**src/rtl/sram_uart_transmitter_if.sv**
```systemverilog
// rtl/sram_uart_transmitter_if.sv - command and SRAM read bus of the SRAM-to-UART dump unit
//
// Purpose: groups the command handshake (Start/Start_address/Word_count/Busy/Done)
//          and the SRAM read port (SRAM_address/SRAM_read_data/SRAM_we_n).
// Modports:
//   master - system side: issues commands, returns SRAM read data
//   slave  - dump unit: accepts commands, drives the SRAM address
interface sram_uart_transmitter_if;
  logic        Start;
  logic [17:0] Start_address;
  logic [17:0] Word_count;
  logic        Busy;
  logic        Done;
  logic [17:0] SRAM_address;
  logic [15:0] SRAM_read_data;
  logic        SRAM_we_n;

  modport master (
    output Start, Start_address, Word_count, SRAM_read_data,
    input  Busy, Done, SRAM_address, SRAM_we_n
  );

  modport slave (
    input  Start, Start_address, Word_count, SRAM_read_data,
    output Busy, Done, SRAM_address, SRAM_we_n
  );
endinterface

```
**src/rtl/sram_uart_transmitter.sv**
```systemverilog
// rtl/sram_uart_transmitter.sv - streams SRAM words out of UART_TX_O as 8N1 bytes, high byte first
//
// Purpose: on Start, reads Word_count 16-bit words beginning at Start_address and
//          sends each as two back-to-back 8N1 frames (high byte, then low byte).
// Ports:
//   CLOCK_50_I - 50 MHz system clock
//   resetn     - asynchronous active-low reset
//   bus        - command + SRAM read bus (slave side)
//   UART_TX_O  - registered serial line, idle high
module sram_uart_transmitter #(
  parameter int BAUD_DIV          = 434,
  parameter int SRAM_READ_LATENCY = 2
) (
  input  logic                          CLOCK_50_I,
  input  logic                          resetn,
  sram_uart_transmitter_if.slave        bus,
  output logic                          UART_TX_O
);

  localparam int BW = $clog2(BAUD_DIV);
  localparam int LW = $clog2(SRAM_READ_LATENCY + 1);
  localparam logic [BW-1:0] BAUD_LAST = BW'(BAUD_DIV - 1);
  localparam logic [LW-1:0] WAIT_LAST = LW'(SRAM_READ_LATENCY - 1);

  typedef enum logic [2:0] {
    S_TX_IDLE,
    S_TX_READ,
    S_TX_WAIT,
    S_TX_SEND_HI,
    S_TX_SEND_LO,
    S_TX_FINISH
  } tx_state_t;

  tx_state_t     state;
  logic [17:0]   cur_addr;
  logic [17:0]   remaining;
  logic [17:0]   sram_addr_r;
  logic [7:0]    lo_byte;     // low half of the word; the high half goes straight to the serializer
  logic [8:0]    shift;       // bits still to go after the one on the line: data LSB first, then stop
  logic [3:0]    bit_idx;     // 0 = start bit on the line, 9 = stop bit on the line
  logic [BW-1:0] baud_cnt;
  logic [LW-1:0] wait_cnt;
  logic          busy_r;
  logic          done_r;
  logic          frame_end;

  assign frame_end = (baud_cnt == BAUD_LAST) && (bit_idx == 4'd9);

  assign bus.SRAM_address = sram_addr_r;
  assign bus.SRAM_we_n    = 1'b1;
  assign bus.Busy         = busy_r;
  assign bus.Done         = done_r;

  always_ff @(posedge CLOCK_50_I or negedge resetn) begin
    if (!resetn) begin
      state       <= S_TX_IDLE;
      cur_addr    <= '0;
      remaining   <= '0;
      sram_addr_r <= '0;
      lo_byte     <= '0;
      shift       <= '1;
      bit_idx     <= '0;
      baud_cnt    <= '0;
      wait_cnt    <= '0;
      busy_r      <= 1'b0;
      done_r      <= 1'b0;
      UART_TX_O   <= 1'b1;
    end else begin
      done_r <= 1'b0;

      // Bit timing runs only while a frame is on the line; a new byte load
      // below overrides these assignments on the frame boundary.
      if (state == S_TX_SEND_HI || state == S_TX_SEND_LO) begin
        if (baud_cnt == BAUD_LAST) begin
          baud_cnt <= '0;
          if (bit_idx != 4'd9) begin
            UART_TX_O <= shift[0];
            shift     <= {1'b1, shift[8:1]};
            bit_idx   <= bit_idx + 4'd1;
          end
        end else begin
          baud_cnt <= baud_cnt + 1'b1;
        end
      end

      case (state)
        S_TX_IDLE: begin
          // A Start coinciding with the Done cycle is dropped, not queued.
          if (bus.Start && !done_r) begin
            cur_addr  <= bus.Start_address;
            remaining <= bus.Word_count;
            busy_r    <= 1'b1;
            if (bus.Word_count == 18'd0) begin
              state <= S_TX_FINISH;
            end else begin
              sram_addr_r <= bus.Start_address;
              state       <= S_TX_READ;
            end
          end
        end

        S_TX_READ: begin
          wait_cnt <= '0;
          state    <= S_TX_WAIT;
        end

        S_TX_WAIT: begin
          if (wait_cnt == WAIT_LAST) begin
            // Loading the high byte on the capture edge keeps the inter-word
            // idle gap to exactly READ + WAIT cycles.
            lo_byte   <= bus.SRAM_read_data[7:0];
            UART_TX_O <= 1'b0;
            shift     <= {1'b1, bus.SRAM_read_data[15:8]};
            bit_idx   <= '0;
            baud_cnt  <= '0;
            state     <= S_TX_SEND_HI;
          end else begin
            wait_cnt <= wait_cnt + 1'b1;
          end
        end

        S_TX_SEND_HI: begin
          if (frame_end) begin
            // Stop bit flows directly into the next start bit.
            UART_TX_O <= 1'b0;
            shift     <= {1'b1, lo_byte};
            bit_idx   <= '0;
            baud_cnt  <= '0;
            state     <= S_TX_SEND_LO;
          end
        end

        S_TX_SEND_LO: begin
          if (frame_end) begin
            bit_idx   <= '0;
            cur_addr  <= cur_addr + 18'd1;
            remaining <= remaining - 18'd1;
            if (remaining == 18'd1) begin
              state <= S_TX_FINISH;
            end else begin
              sram_addr_r <= cur_addr + 18'd1;
              state       <= S_TX_READ;
            end
          end
        end

        S_TX_FINISH: begin
          done_r <= 1'b1;
          busy_r <= 1'b0;
          state  <= S_TX_IDLE;
        end

        default: state <= S_TX_IDLE;
      endcase
    end
  end

endmodule

```
**src/flat_wrapper.sv**
```systemverilog
// flat-port wrapper written by rule: the top's interface ports become plain ports
module sram_uart_transmitter_flat 
#(
  parameter int BAUD_DIV          = 434,
  parameter int SRAM_READ_LATENCY = 2
)
  (CLOCK_50_I, resetn, UART_TX_O, bus_Start, bus_Start_address, bus_Word_count, bus_SRAM_read_data, bus_Busy, bus_Done, bus_SRAM_address, bus_SRAM_we_n);
  sram_uart_transmitter_if bus_i ();
  input  logic CLOCK_50_I;
  input  logic resetn;
  output logic UART_TX_O;
  input wire logic [$bits(bus_i.Start)-1:0] bus_Start;
  input wire logic [$bits(bus_i.Start_address)-1:0] bus_Start_address;
  input wire logic [$bits(bus_i.Word_count)-1:0] bus_Word_count;
  input wire logic [$bits(bus_i.SRAM_read_data)-1:0] bus_SRAM_read_data;
  output wire logic [$bits(bus_i.Busy)-1:0] bus_Busy;
  output wire logic [$bits(bus_i.Done)-1:0] bus_Done;
  output wire logic [$bits(bus_i.SRAM_address)-1:0] bus_SRAM_address;
  output wire logic [$bits(bus_i.SRAM_we_n)-1:0] bus_SRAM_we_n;
  assign bus_i.Start = bus_Start;
  assign bus_i.Start_address = bus_Start_address;
  assign bus_i.Word_count = bus_Word_count;
  assign bus_i.SRAM_read_data = bus_SRAM_read_data;
  assign bus_Busy = bus_i.Busy;
  assign bus_Done = bus_i.Done;
  assign bus_SRAM_address = bus_i.SRAM_address;
  assign bus_SRAM_we_n = bus_i.SRAM_we_n;
  sram_uart_transmitter #(.BAUD_DIV(BAUD_DIV), .SRAM_READ_LATENCY(SRAM_READ_LATENCY)) u_core (.CLOCK_50_I(CLOCK_50_I), .resetn(resetn), .bus(bus_i), .UART_TX_O(UART_TX_O));
endmodule
```
**config.mk**
```make
export PLATFORM = sky130hd
export DESIGN_NAME = sram_uart_transmitter_flat
export DESIGN_NICKNAME = d
export VERILOG_FILES = /design/src/rtl/sram_uart_transmitter_if.sv /design/src/rtl/sram_uart_transmitter.sv /design/src/flat_wrapper.sv
export SDC_FILE = /design/constraint.sdc
export NUM_CORES = 1
export LEC_CHECK = 0
export ABC_AREA = 1
export CAP_MARGIN = 20
export CORE_ASPECT_RATIO = 0.6
export CORE_MARGIN = 4
export CORE_UTILIZATION = 50
export CTS_BUF_LIST = sky130_fd_sc_hd__clkbuf_16
export DETAILED_ROUTE_END_ITERATION = 10
export GPL_TIMING_DRIVEN = 0
export PLACE_DENSITY = 0.77
export SLEW_MARGIN = 20
export SYNTH_ARGS = -nofsm -noshare
export SYNTH_HDL_FRONTEND = slang
export SYNTH_SLANG_ARGS = --single-unit
```
**constraint.sdc**
```tcl
create_clock -name CLOCK_50_I -period 1.6 [get_ports CLOCK_50_I]
set_input_delay 0.32 -clock CLOCK_50_I [delete_from_list [all_inputs] [get_ports CLOCK_50_I]]
set_output_delay 0.32 -clock CLOCK_50_I [all_outputs]
set_load 0.05 [all_outputs]
```
## After elaboration in Yosys (flattened, before gate mapping)

Index checks and enable logic that the tools add are counted.

- Add/sub/neg operators: 5
- Multiplexer cells: 46
- Equality and inequality tests: 17
- Reductions and logical operators: 16

Operator list:

| operator | count |
|---|---|
| two-way mux 18 bit | 8 |
| one-hot mux 18 bit (2 select lines) | 3 |
| two-way mux 9 bit | 9 |
| one-hot mux 9 bit (2 select lines) | 2 |
| two-way mux 4 bit | 5 |
| adder 18 x 1 -> 18 bit, second input constant | 1 |
| equality test 18 x 1 -> 1 bit, second input constant | 1 |
| zero test 18 bit | 1 |
| two-way mux 3 bit | 6 |
| subtractor 18 x 1 -> 18 bit, second input constant | 1 |
| one-hot mux 3 bit (5 select lines) | 1 |
| adder 9 x 1 -> 9 bit, second input constant | 1 |
| equality test 9 bit, second input constant | 1 |
| inequality test 2 x 1 -> 1 bit, second input constant | 4 |
| one-hot mux 4 bit (2 select lines) | 1 |
| two-way mux 1 bit | 7 |
| equality test 3 x 2 -> 1 bit, second input constant | 2 |
| equality test 3 bit, second input constant | 2 |
| inequality test 2 bit, second input constant | 3 |
| AND reduction 2 bit | 3 |
| nonzero test 2 bit | 3 |
| AND reduction 5 bit | 1 |
| adder 4 x 1 -> 4 bit, second input constant | 1 |
| equality test 4 bit, second input constant | 1 |
| other kinds (14) | 16 |

- Word-level logic and storage cells: 96
- Output and inout bits: 22
- Bits of input ports: 55
- Flip-flop bits (word level): 92

## Depth between registers and ports, before layout

Gate-level depths: netlist (run 1).

- Depth in word-level cells: 6
- Mapped depth: 12
- Gate-level depth less buffers: 11

## Worst setup path after synthesis (run 1)

Ideal clock, no wire load.

- Path kind: flip-flop to flip-flop
- Start: register u_core.baud_cnt[1]
- End: register u_core.sram_addr_r[10], in the netlist u_core.bus.SRAM_address[10]
- Stages on the path, launching flop included: 13
- Path buffers: 1
- Arrival time: 1.526 ns
- Setup time: 0.119 ns
- Required time: 1.481 ns
- Path slack: -0.045 ns
- Cell sequence: dfrtp_1 > inv_1 > ha_1 > nand2_1 > nor2_1 > nand3_2 > nor2_1 > nor2_2 > nor2_8 > inv_4 > buf_6 > nand2_1 > nand2_1

- Cells in the longest elaborated chain, start to end: 4

Ends and longest elaborated chain:

| element | RTL line | source |
|---|---|---|
| start, declared | sram_uart_transmitter.sv:41 | `logic [BW-1:0] baud_cnt;` |
| start signal, assigned | sram_uart_transmitter.sv:82 | `baud_cnt <= baud_cnt + 1'b1;` |
| equality test 9 bit | sram_uart_transmitter.sv:47 | `assign frame_end = (baud_cnt == BAUD_LAST) && (bit_idx == 4'd9);` |
| logical AND 1 bit | sram_uart_transmitter.sv:47 |  |
| inequality test 2 x 1 -> 1 bit (no line) | - |  |
| AND reduction 5 bit (no line) | - |  |
| end signal, assigned | sram_uart_transmitter.sv:96 | `sram_addr_r <= bus.Start_address;` |
| end signal, assigned | sram_uart_transmitter.sv:141 | `sram_addr_r <= cur_addr + 18'd1;` |
| end, declared | sram_uart_transmitter.sv:37 | `logic [17:0] sram_addr_r;` |

No other way between the ends.
A chain may end at the register's enable or synchronous reset.

## Final worst setup path (run 1)

- Start: register u_core.baud_cnt[1]
- End: register u_core.sram_addr_r[2], in the netlist u_core.bus.SRAM_address[2]

The elaborated chain is that of the path after synthesis.

==> results of run 1 <==
==> state kept, by name (all words and copies together) (netlist names) <==
name	cells
u_core.UART_TX_O	1
u_core.baud_cnt	9
u_core.bit_idx	4
u_core.bus.Busy	1
u_core.bus.Done	1
u_core.bus.SRAM_address	18
u_core.cur_addr	18
u_core.lo_byte	8
u_core.remaining	18
u_core.shift	9
u_core.state	3
u_core.wait_cnt	2
==> what timing repair did <==
| item | 4_1_cts | 5_1_grt |
|---|---|---|
| pin swaps | 29 | 34 |
| setup buffers | 23 | 23 |
| resized for setup | 163 | 121 |
| gates cloned | 6 | 2 |
| hold buffers | 1 | 0 |
| hold endpoints to repair | 25 | 0 |
| setup endpoints to repair | 102 | 100 |
==> final cells by class <==
class | instances | area (sq um) | share of cell area
sequential | 92 | 2320 | 0.299
clock inverter | 7 | 98.8 | 0.0127
buffer | 23 | 233 | 0.0300
tap | 135 | 169 | 0.0218
inverter | 72 | 284 | 0.0366
clock buffer | 9 | 225 | 0.0290
multi-input combinational | 568 | 3130 | 0.404
timing repair buffer | 130 | 1300 | 0.167
==> path summary, 6_finish.rpt <==
check / to / depth (start not counted)
min: u_core.bus.SRAM_address[8] / 2
max: u_core.bus.SRAM_address[2] / 12
min in group CLOCK_50_I: u_core.lo_byte[6] / 2
min reg2reg: u_core.lo_byte[6] / 2
max in group asynchronous: u_core.shift[4] / 3
max reg2reg: u_core.bus.SRAM_address[2] / 12
==> placed cells by master (no fill, tap or decap), drive strengths merged, types with 9 or more instances in the layout <==
cell type        n
nor2           101
clkdlybuf4s15    9
nand2          283
buf             69
clkbuf          21
dfrtp           82
nor3            11
a21oi           17
inv             73
a22oi            9
dlygate4sd2      9
nand3           44
o21ai           61
dfstp           10
clkdlybuf4s50   53
==> Yosys cell counts, types with 2 or more instances <==
cell / count
nand3_1: 43
dfrtp_1: 82
dfstp_2: 10
ha_1: 8
a22oi_1: 9
buf_2: 12
xor2_1: 8
clkbuf_1: 6
inv_2: 3
nor3b_1: 2
nor2_4: 2
or2_2: 5
o21ai_0: 59
buf_6: 2
buf_4: 4
a31oi_1: 3
nor2_1: 94
inv_1: 67
nor3_1: 10
nor2_2: 4
a21oi_1: 17
nand2_1: 282
nand4_1: 6
==> stage by stage <==
stage	cell area [sq um]	setup TNS, ps	total power [W]	hold slack (ps)	worst slack (ps)
2_1_floorplan	5320	-142	0.00788	24.4	-14.2
3_3_place_gp	6240	-315120	0.00944	455	-3340
3_5_place_dp	6260	-20730	0.00961	206	-483
4_1_cts	7220	-5160	0.0131	422	-171
5_1_grt	7760	-13260	0.0153	442	-249
6_report	7760	-8060	0.0145	410	-185
==> routing by layer <==
| metal | routed length (um) | track usage |
|---|---|---|
| met1 | 7550 | 0.380 |
| met2 | 8490 | 0.446 |
| met3 | 1950 | 0.0627 |
| met4 | 603 | 0.0730 |
| met5 | 0 | 0 |
==> report_power, final <==
part	switching [W]	leakage, nW	internal, W	total [W]
clock network	0.000971	0.158	0.00138	0.00235
registers	0.00105	1.13	0.00342	0.00447
logic	0.00465	2.34	0.00302	0.00766
==> kinds of logic after synthesis <==
group | Yosys count | synth area share
buffers and inverters | 96 | 0.0768
adders and majority gates | 8 | 0.0188
AOI/OAI and AO/OA | 96 | 0.0992
and+or+nand+nor | 454 | 0.354
xor gates and xnor gates | 9 | 0.0148
other | 1 | 0.000706
DFF | 92 | 0.436
==> critical path, stage by stage (launching register included) <==
cell     delay, ps
dfrtp_1        400
inv_2           80
ha_4           140
nand2_2         60
nor2_4         150
nand3_4        120
nor2_4         130
nor2_4          80
nor2_8         170
inv_6           80
buf_6          140
nand2_2         60
nand2_1         50
==> results.cfg, run 1 <==
[status]
status = finished with violations
violations = negative setup slack

[detailed_routing]
drt-initial-drc-count = 601
wl_per_cell_um = 18.0
drc = 0
vias_per_cell = 5.68
vias = 5885
antenna_left = 0
dr.pass1.iters = 7
wl_um = 18600

[finish]
area_growth_pct = 46.1
stdcell_count = 1036
fin_util = 0.769
finalNetCount = 959
fillers = 678
n_antenna_cell = 0
drive_gt1_frac = 0.280

[die]
start_util = 0.526
chipHeight_um = 87.8
dieArea_sq_um = 12400
num_io_pins = 77
core_area_sq_um = 10100
die_w_um = 141
rows = 28

[sta]
setup_viol = 77
hold_violations = 0
period_minus_slack_ps = 1780
timing.final.crit_share = 1.12
tightestPinTransition_ps = 513
slew-limit-headroom = 0.660
skew_ps = 8.74
fmax_ghz = 0.560
grt_setup_unrepaired = true
drv_slew = 0
setup_slack_ps = -185

[min_path]
hp-class = in -> async

[critical_path]
worst-setup-path-type = reg -> reg
worstReg2RegStart = u_core.baud_cnt[1]
arrival_ps = 2020
r2r_slack_ps = -180
endpoint_kind = register
required_ps = 1840
start_kind = register
critPathMaxFanout = 6
startpoint = u_core.baud_cnt[1]

[clock_network]
htree_levels = 3
cts_tree = built
cts_max_path_buffers = 2
numCtsBuffers = 9
cts-root-buf = clkbuf_16
path_clk_slew_ps = 70
numClockSinks = 92
clock_latency_ps = 350

[yosys]
synth_area_leaders = dfrtp_1 39%, nand2_1 20%, nor2_1 6.6%, o21ai_0 5.6%, dfstp_2 4.9%
avgSynthCellArea_sq_um = 7.03
netlist_area_sq_um = 5310
netlist_instances = 756
ys_seq_area_frac = 0.436
synth-seq-cells = 92
synth_largest_area_cell = dfrtp_1
yosysWarnings = 0
ys.flop_type = dfrtp_1
syn-num-nets = 819
synth_edf_count = 0
yosysUniqueCellTypes = 41
async_flop_share = 1.00
netlist.area_leader.share = 0.386

[place]
numPortBuffers = 75
place_congestion = 0.903
dpl.cell_count = 967
place_hpwl_um = 10900

[power_and_ir_drop]
p_leak_nw = 3.63
p_per_area_nw_per_um2 = 1870
ir_drop_uv = 1130

[flow_run]
max-cap-violations = 0

[global_route]
grt_max_degree = 68
grt_pass1_wl_um = 27100
grt-ovfl-total = 0
antenna_found_initial = 0
grt_pass1_vias = 5496
grt_usage = 0.276
No activity file was read; power rests on OpenSTA's default activity.
==> inputs of run 2 (changes only) <==
--- a/config.mk
+++ b/config.mk
@@ -11,9 +11,11 @@
 export CORE_MARGIN = 4
 export CORE_UTILIZATION = 50
 export CTS_BUF_LIST = sky130_fd_sc_hd__clkbuf_16
+export CTS_CLUSTER_DIAMETER = 50
 export DETAILED_ROUTE_END_ITERATION = 10
 export GPL_TIMING_DRIVEN = 0
 export PLACE_DENSITY = 0.77
+export SKIP_LAST_GASP = 1
 export SLEW_MARGIN = 20
 export SYNTH_ARGS = -nofsm -noshare
 export SYNTH_HDL_FRONTEND = slang
==> run 2 against run 1 <==
Compared with the run above: the run still ends with negative setup slack left; die area unchanged; flip-flop and latch count is the same; sequential share of layout area increased by 0.33 points; critical path depth is the same; sequential power down 0.9%; via count decreased by 1.9%; cell area decreased by 1.1%; clock skew is essentially flat; worst setup slack worse by 33 ps.
==> results.cfg, run 2 (synthesized netlist as in run 1, its figures left out) <==
[clock_network]
clock_latency_ps = 350
numClockSinks = 92
cts_max_path_buffers = 2
cts_tree = built
cts-root-buf = clkbuf_16
htree_levels = 3
numCtsBuffers = 9
path_clk_slew_ps = 70

[detailed_routing]
dr.pass1.iters = 7
vias = 5773
vias_per_cell = 5.57
wl_um = 18300
antenna_left = 0
drt-initial-drc-count = 578
wl_per_cell_um = 17.6
drc = 0

[critical_path]
critPathMaxStageDelay_ps = 400
crit_chain = inv_2 > ha_4 > nand2_2 > nor2_4 > nand3_4 > nor2_4 > nor2_4 > nor2_8 > inv_6 > buf_12 > nand2_4 > nand2_2
endpoint_kind = register
arrival_ps = 2060
reg2reg_to = u_core.bus.SRAM_address[17]
critPathMaxFanout = 6
required_ps = 1840
start_kind = register
startpoint = u_core.baud_cnt[1]
r2r_slack_ps = -220
worstReg2RegStart = u_core.baud_cnt[1]
timing.critical_path.buf_inv = 3
r2r_cells = 12
crit_slowest_cell = dfrtp_1
worst-setup-path-type = reg -> reg
cpMostUsedCell = nor2_4
crit_family = simple AND/OR/NAND/NOR gates

[finish]
fillers = 709
layout_commonest_cell = nand2_1
drive_gt1_frac = 0.255
finalNetCount = 959
n_antenna_cell = 0
area_growth_pct = 44.4
final_cell_mix = 231 x nand2_1, 78 x nor2_1, 78 x dfrtp_1
multi_input_comb_area_sq_um = 3050
seq_area_sq_um = 2320

[power_and_ir_drop]
power_w = 0.0142
p_leak_nw = 3.61
p_per_area_nw_per_um2 = 1850
ir_drop_uv = 1110

[status]
status = finished with violations
violations = negative setup slack

[die]
rows = 28
die_w_um = 141
core_area_sq_um = 10100
start_util = 0.526
dieArea_sq_um = 12400
num_io_pins = 77
chipHeight_um = 87.8

[sta]
drv_slew = 0
grt_setup_unrepaired = true
fmax_ghz = 0.550
fin_tns_setup_ps = -9660
setup_slack_ps = -218
setup_viol = 79
hold_violations = 0
timing.final.crit_share = 1.14
skew_ps = 9.06
period_minus_slack_ps = 1820
holdWs_ps = 413

[global_route]
grt_pass1_wl_um = 27100
grt-ovfl-total = 0
grt_max_degree = 68
grt_pass1_vias = 5491
grt_usage = 0.275
antenna_found_initial = 0

[place]
numPortBuffers = 75
place_hpwl_um = 10900
place_congestion = 0.903
pre_cts_slack_ps = -483

[min_path]
hp-class = in -> async

[flow_run]
max-cap-violations = 0
run 2: area by class of cell:
type / instances / area share
multi-input cells: 568 / 0.398
well taps: 135 / 0.0220
clock buffers: 9 / 0.0294
flip-flops and latches: 92 / 0.302
plain buffers: 23 / 0.0292
clock inverters: 7 / 0.0129
inverters: 72 / 0.0370
repair buffers: 130 / 0.169
run 2: worst max-delay path by stage:
| stage | end | depth (start not counted) |
|---|---|---|
| after floorplan | u_core.bus.SRAM_address[10] | 12 |
| after detailed placement | u_core.bus.SRAM_address[4] | 10 |
| after global routing | u_core.bus.SRAM_address[17] | 12 |
| after global placement | u_core.remaining[11] | 1 |
| after CTS | u_core.bus.SRAM_address[4] | 12 |
| final | u_core.bus.SRAM_address[17] | 12 |
run 2: worst reg2reg max path, cell delays in order, from the launching register on:
cell,delay [ps]
dfrtp_1,400
inv_2,90
ha_4,150
nand2_2,60
nor2_4,150
nand3_4,130
nor2_4,140
nor2_4,80
nor2_8,180
inv_6,80
buf_12,150
nand2_4,60
nand2_2,50
run 2: per-layer routing:
metal / track usage / routed length [um] / vias to the layer above
met5: 0 / 0 / -
met4: 0.0792 / 350 / 0
met3: 0.0551 / 1880 / 40
met2: 0.440 / 8330 / 322
met1: 0.384 / 7700 / 2723
li1: - / - / 2688
run 2: stage by stage:
| step | cell area (sq um) | utilization | std cells |
|---|---|---|---|
| after floorplan | 5320 | - | 756 |
| after detailed placement | 6260 | 0.621 | 967 |
| after CTS | 7170 | 0.711 | 1013 |
| after global routing | 7670 | 0.760 | 1036 |
| after global placement | 6240 | 0.618 | 966 |
| final | 7670 | 0.760 | 1036 |
run 2: what timing repair did:
| item | in CTS | in global routing |
|---|---|---|
| resized for setup | 144 | 110 |
| pin swaps | 29 | 26 |
| buffers inserted | 23 | 21 |
| hold buffers | 1 | 0 |
| setup endpoints to repair | 102 | 99 |
| endpoints found under the hold margin | 25 | 0 |
| gates cloned | 6 | 3 |
run 2: where the power goes:
part / switching (W) / internal [W]
Clock: 0.000973 / 0.00138
Combinational: 0.00451 / 0.00289
Sequential: 0.00101 / 0.00342
